--- src/rtl/mem_wb_unit.sv ---
// Memory-access / writeback stage: byte-serial LOAD/STORE over an 8-bit memory port, then one WB cycle.
// Optional build macro WB_X0_FILTER_EN suppresses register-file writes to x0.
module mem_wb_unit (
    input  logic        clk,
    input  logic        rst,
    input  logic        rdy_in,
    input  logic        in_valid,
    output logic        in_ready,
    input  logic [1:0]  op,
    input  logic [2:0]  funct3,
    input  logic [31:0] addr,
    input  logic [31:0] alu_result,
    input  logic [31:0] store_data,
    input  logic [4:0]  rd,
    input  logic [7:0]  mem_din,
    output logic [31:0] mem_a,
    output logic        mem_wr,
    output logic [7:0]  mem_dout,
    output logic        rf_signal,
    output logic [4:0]  rf_rd,
    output logic [31:0] rf_data,
    output logic        done
);

    typedef enum logic [1:0] {
        IDLE  = 2'd0,
        LOAD  = 2'd1,
        STORE = 2'd2,
        WB    = 2'd3
    } state_t;

    localparam logic [1:0] OP_ALU   = 2'b01;
    localparam logic [1:0] OP_LOAD  = 2'b10;
    localparam logic [1:0] OP_STORE = 2'b11;

`ifdef WB_X0_FILTER_EN
    localparam logic X0_FILTER = 1'b1;
`else
    localparam logic X0_FILTER = 1'b0;
`endif

    state_t      state_r, state_s;
    logic [2:0]  cnt_r, cnt_s;
    logic [31:0] bytes_r, bytes_s;
    logic [1:0]  op_r;
    logic [2:0]  f3_r;
    logic [31:0] addr_r;
    logic [31:0] sdata_r;
    logic [4:0]  rd_r;
    logic        rf_signal_r, rf_signal_s;
    logic [4:0]  rf_rd_r, rf_rd_s;
    logic [31:0] rf_data_r, rf_data_s;
    logic        done_r, done_s;
    logic        accept_s;
    logic [2:0]  n_s;

    function automatic logic [2:0] byte_count(input logic [2:0] f3);
        case (f3[1:0])
            2'b00:   byte_count = 3'd1;
            2'b01:   byte_count = 3'd2;
            default: byte_count = 3'd4;
        endcase
    endfunction

    function automatic logic [31:0] extend(input logic [31:0] raw, input logic [2:0] f3);
        case (f3[1:0])
            2'b00:   extend = f3[2] ? {24'd0, raw[7:0]}  : {{24{raw[7]}}, raw[7:0]};
            2'b01:   extend = f3[2] ? {16'd0, raw[15:0]} : {{16{raw[15]}}, raw[15:0]};
            default: extend = raw;
        endcase
    endfunction

    function automatic logic rf_enable(input logic is_write, input logic [4:0] idx);
        rf_enable = is_write && !(X0_FILTER && (idx == 5'd0));
    endfunction

    assign accept_s  = (state_r == IDLE) && in_valid && rdy_in;
    assign n_s       = byte_count(f3_r);
    assign in_ready  = (state_r == IDLE);
    assign rf_signal = rf_signal_r;
    assign rf_rd     = rf_rd_r;
    assign rf_data   = rf_data_r;
    assign done      = done_r;

    // Next-state, byte capture and writeback-register values
    always_comb begin
        state_s     = state_r;
        cnt_s       = cnt_r;
        bytes_s     = bytes_r;
        rf_signal_s = rf_signal_r;
        rf_rd_s     = rf_rd_r;
        rf_data_s   = rf_data_r;
        done_s      = done_r;
        case (state_r)
            IDLE: begin
                if (accept_s) begin
                    cnt_s   = 3'd0;
                    bytes_s = 32'd0;
                    case (op)
                        OP_LOAD:  state_s = LOAD;
                        OP_STORE: state_s = STORE;
                        OP_ALU: begin
                            state_s     = WB;
                            rf_signal_s = rf_enable(1'b1, rd);
                            rf_rd_s     = rd;
                            rf_data_s   = alu_result;
                            done_s      = 1'b1;
                        end
                        default: begin
                            state_s     = WB;
                            rf_signal_s = 1'b0;
                            rf_rd_s     = rd;
                            rf_data_s   = 32'd0;
                            done_s      = 1'b1;
                        end
                    endcase
                end else begin
                    state_s = IDLE;
                end
            end
            LOAD: begin
                if (rdy_in) begin
                    // mem_din answers the address presented in the previous cycle
                    if (cnt_r != 3'd0) begin
                        bytes_s[{cnt_r[1:0] - 2'd1, 3'b000} +: 8] = mem_din;
                    end else begin
                        bytes_s = bytes_r;
                    end
                    if (cnt_r == n_s) begin
                        state_s     = WB;
                        rf_signal_s = rf_enable(op_r == OP_LOAD, rd_r);
                        rf_rd_s     = rd_r;
                        rf_data_s   = extend(bytes_s, f3_r);
                        done_s      = 1'b1;
                    end else begin
                        cnt_s = cnt_r + 3'd1;
                    end
                end else begin
                    state_s = LOAD;
                end
            end
            STORE: begin
                if (rdy_in) begin
                    if (cnt_r == n_s - 3'd1) begin
                        state_s     = WB;
                        rf_signal_s = 1'b0;
                        rf_rd_s     = rd_r;
                        rf_data_s   = 32'd0;
                        done_s      = 1'b1;
                    end else begin
                        cnt_s = cnt_r + 3'd1;
                    end
                end else begin
                    state_s = STORE;
                end
            end
            WB: begin
                if (rdy_in) begin
                    state_s     = IDLE;
                    cnt_s       = 3'd0;
                    rf_signal_s = 1'b0;
                    rf_rd_s     = 5'd0;
                    rf_data_s   = 32'd0;
                    done_s      = 1'b0;
                end else begin
                    state_s = WB;
                end
            end
            default: begin
                state_s     = IDLE;
                cnt_s       = 3'd0;
                rf_signal_s = 1'b0;
                done_s      = 1'b0;
            end
        endcase
    end

    // State, counter and writeback registers
    always_ff @(posedge clk) begin
        if (rst) begin
            state_r     <= IDLE;
            cnt_r       <= 3'd0;
            bytes_r     <= 32'd0;
            rf_signal_r <= 1'b0;
            rf_rd_r     <= 5'd0;
            rf_data_r   <= 32'd0;
            done_r      <= 1'b0;
        end else begin
            state_r     <= state_s;
            cnt_r       <= cnt_s;
            bytes_r     <= bytes_s;
            rf_signal_r <= rf_signal_s;
            rf_rd_r     <= rf_rd_s;
            rf_data_r   <= rf_data_s;
            done_r      <= done_s;
        end
    end

    // Operand latch, loaded only when an op is accepted
    always_ff @(posedge clk) begin
        if (rst) begin
            op_r    <= 2'd0;
            f3_r    <= 3'd0;
            addr_r  <= 32'd0;
            sdata_r <= 32'd0;
            rd_r    <= 5'd0;
        end else if (accept_s) begin
            op_r    <= op;
            f3_r    <= funct3;
            addr_r  <= addr;
            sdata_r <= store_data;
            rd_r    <= rd;
        end
    end

    // Memory port decoded from registered state so a freeze acts in the same cycle;
    // a frozen LOAD re-presents the address of the byte it could not capture.
    always_comb begin
        mem_a    = 32'd0;
        mem_wr   = 1'b0;
        mem_dout = 8'd0;
        case (state_r)
            LOAD: begin
                if (!rdy_in && (cnt_r != 3'd0)) begin
                    mem_a = addr_r + {29'd0, cnt_r} - 32'd1;
                end else begin
                    mem_a = addr_r + {29'd0, cnt_r};
                end
            end
            STORE: begin
                mem_a    = addr_r + {29'd0, cnt_r};
                mem_wr   = rdy_in;
                mem_dout = sdata_r[{cnt_r[1:0], 3'b000} +: 8];
            end
            default: begin
                mem_a    = 32'd0;
                mem_wr   = 1'b0;
                mem_dout = 8'd0;
            end
        endcase
    end

endmodule

--- config.mk ---
export PLATFORM = sky130hd
export DESIGN_NAME = mem_wb_unit
export DESIGN_NICKNAME = d
export VERILOG_FILES = /design/src/rtl/mem_wb_unit.sv
export SDC_FILE = /design/constraint.sdc
export NUM_CORES = 1
export LEC_CHECK = 0
export ABC_CLOCK_PERIOD_IN_PS = 4650
export CAP_MARGIN = 0
export CORE_MARGIN = 3
export CORE_UTILIZATION = 64
export CTS_CLUSTER_DIAMETER = 200
export CTS_CLUSTER_SIZE = 25
export DETAILED_ROUTE_END_ITERATION = 12
export DONT_BUFFER_PORTS = 1
export PLACE_DENSITY = 0.8
export SYNTH_ARGS = -nofsm -noshare
export SYNTH_HDL_FRONTEND = slang
export SYNTH_SLANG_ARGS = --single-unit
--- constraint.sdc ---
create_clock -name clk -period 4.65 [get_ports clk]
set_clock_uncertainty 0.05 [all_clocks]
set_input_delay 0.6975 -clock clk [delete_from_list [all_inputs] [get_ports clk]]
set_output_delay 0.6975 -clock clk [all_outputs]
set_load 0.05 [all_outputs]
==> impl_results.md <==
- Die Ht: 122 µm
- WL met1: 9.83 mm
- Status: finished clean
- Post-DP HPWL: around 16 mm
- Num CTS Buffers: 17
- Mapped Cells: 1,155
- Die ar.: about 15,000 µm²
- CP Launch Type: flip-flop
- Via count: about 8,400
- 1st-pass router iterations: 6
- # setup viols final: 0
- Worst endpoint data arrival time: 3800 ps
- Port bufs: 0
- Core Box Area: 12,900 µm²
- Fraction of registers with async set/reset: 0%
- Initial DRC Count: 964
- Area leader, netlist: dfxtp_1
- Rows: 41
- Vias in the first global route: 7,198
- Fin crit share: 97.9%
- EDFF count, synth: 0
- Yosys reg bits: 150
- Max Used Layer: met4
- DRT Wirelength: 24.4 mm
- Metal2 WL: roughly 12 mm
- Synth Area in Compound Gates: between 10% and 20%
- Final worst slack: 97.9 ps
- All-Layer GR Usage: 30.9%
- Synth cell types: 72
- Synth Area in XOR/XNOR: 5.96%
- WL per Instance: 18.5 µm
- Final Hold Viols: 0
- Initial Utilization: 67.0%
- Ys flop type: dfxtp_1
- Largest net degree at the start of global routing: around 150
- Simple-gate area share of the yosys netlist: 29.8%
- Max Cap Viol: 0
- CTS H-tree lvls: 4
- Post-Synth Adder-Cell Area: 2.25%
- Max Fclk: approximately 220 MHz
- Nets@finish: 1,265
- Pre-CTS setup slack: roughly 430 ps
- Clock slew at reported path FFs: 60 ps
- Dominant cells by area after synthesis: dfxtp_1 35%, nand2_1 9.5%, a21oi_1 6.2%
- Top-count cell post-synth: nand2_1
- CTS tree: done
- # fillers: 1,024
- First-pass GRT wire length: 37.0 mm
- Cells after DPL: 1,279
- Peak VDD IR: around 400 µV
- Fin crit period: 4550 ps
- Layout Cells excl Fill: 1,317
- Synthesized area: 8660 µm²
- Post-synth top cells: 219 x nand2_1, 150 x dfxtp_1, 138 x nor2_1
- Syn avg cell area: around 7.5 µm²
- Synth Net Count: between 1,000 and 1,500
- Clk_lat worst skew: 430 ps
- Leakage: roughly 3.4 nW
- Maximum clock path buffer count: 2
- Share of layout cells above drive strength 1: 12.0%
- Post-route core utilization: between 70% and 80%
- Final design instance area without fill: 9670 µm²
- Die Width: about 120 µm
- Setup tns final: 0 ps
- Number of diodes: 0
- Number of antenna violations at the first check in global routing: 0
- Actual slew at the worst max-slew pin: ~1000 ps
- Largest family of logic cells by synthesized area: simple AND/OR/NAND/NOR gates
- Slew HR: between 30% and 40%
- Worst min-delay path class: in2reg
- Post-route ant nets: 0
- Warnings from Yosys: 0
- Sink Count: 150
- Cell Pwr Density: 473 nW/µm²
- IO Count: around 200
- Metal3 WL: 2.41 mm
- Post-DP Area: just under 9000 µm²
- Min Hold Slack: 294 ps
- CTS root buffer: clkbuf_16
- Crit Path Max Fanout: 9
- Slew Limit Fails: 0
- Gpl congestion: 0.939
- Vias per cell: 6.39
- Crit Path Class: reg2out
- CP endpoint kind: primary output
- Area share of the largest cell type after synthesis: 34.7%
- Register area share after synthesis: 34.7%
- Final Total Pwr: ~4.6 mW
- Overflow after GRT: 0
- Synth-to-Final Area Change: 11.6%
- Detailed-route DRC error count: 0
- Mux contribution to synthesized area: 2.80%
- Worst EP required: 3900 ps
-- cell families after synthesis --
logic type,count (synthesis)
compound gates,258
flops,150
fa+ha+maj,15
xor+xnor,59
simple gates,551
mux,14
buf+inv,108
-- critical path, stage by stage (launching register included) --
cell and delay, ps:
dfxtp_1 360, ha_1 190, inv_1 60, fa_1 430, nand2b_4 220, a21oi_4 230, o211ai_1 210, a211oi_4 330
buf_4 220, nand4_4 220, nor4_4 350, xor2_1 190, o22ai_1 120, buf_4 240
-- flip-flops by register name, summed over array words and instances, names as in the netlist --
name       flops
addr_r        32
bytes_r       32
rf_data       32
sdata_r       32
rd_r           5
rf_rd          5
cnt_r          3
f3_r           3
op_r           2
state_r        2
done           1
rf_signal      1
-- worst paths after layout --
kind | from | endpoint | slack [ps] | cells past startpoint
worst max-delay path | cnt_r[0]$_SDFFE_PP0P_ | mem_a[30] | 100 | 13
worst min register to register | rd_r[2]$_SDFFE_PP0P_ | rd_r[2]$_SDFFE_PP0P_ | 400 | 2
worst max register to register | cnt_r[0]$_SDFFE_PP0P_ | rf_data[30]$_SDFFE_PP0P_ | 1220 | 11
worst min-delay path | rst | rf_data[1]$_SDFFE_PP0P_ | 290 | 1
-- final cells by class --
class,count,area [µm²],share of cell area (%)
Multi-Input combinational cell,898,5390,55.7
Sequential cell,150,3000,31.1
Clock buffer,19,453,4.68
Timing Repair Buffer,49,384,3.97
Tap cell,172,215,2.23
Clock inverter,13,164,1.70
Inverter,16,60.1,0.621
-- power breakdown --
group	internal, mW	switching (mW)	total, mW
Clock	0.838	0.598	1.44
Sequential	1.46	0.564	2.03
Combinational	0.385	0.725	1.11
Total	2.69	1.89	4.57
-- layer usage --
layer | vias to the layer above | track usage [%]
li1 | 4003 | -
met1 | 3926 | 41.2
met2 | 437 | 49.8
met3 | 56 | 7.10
met4 | 0 | 10.3
met5 | - | 0
-- layout by cell type, fill, tap and decap left out, types with 9 or more instances in the layout --
cell,n
ha_1,14
nor4_1,10
a22o_1,16
o21ai_0,9
nand3_1,46
xnor2_1,32
a21oi_1,108
clkbuf_16,17
dfxtp_1,150
a221oi_1,17
buf_4,47
nor2_1,135
o22ai_1,16
inv_1,15
a211oi_1,24
and2_1,12
xor2_1,25
nand2_1,219
a22oi_1,34
nor3_1,56
-- timing repair --
item | CTS | global route
buffers inserted | 1 | 4
hold endpoints to repair | 0 | 0
gates resized for setup | 1 | 19
hold buffers | 0 | 0
gates cloned | 0 | 1
pin swaps | 0 | 3
endpoints found under the setup margin | 3 | 15
Note: power is estimated with default switching activity, not from simulation.
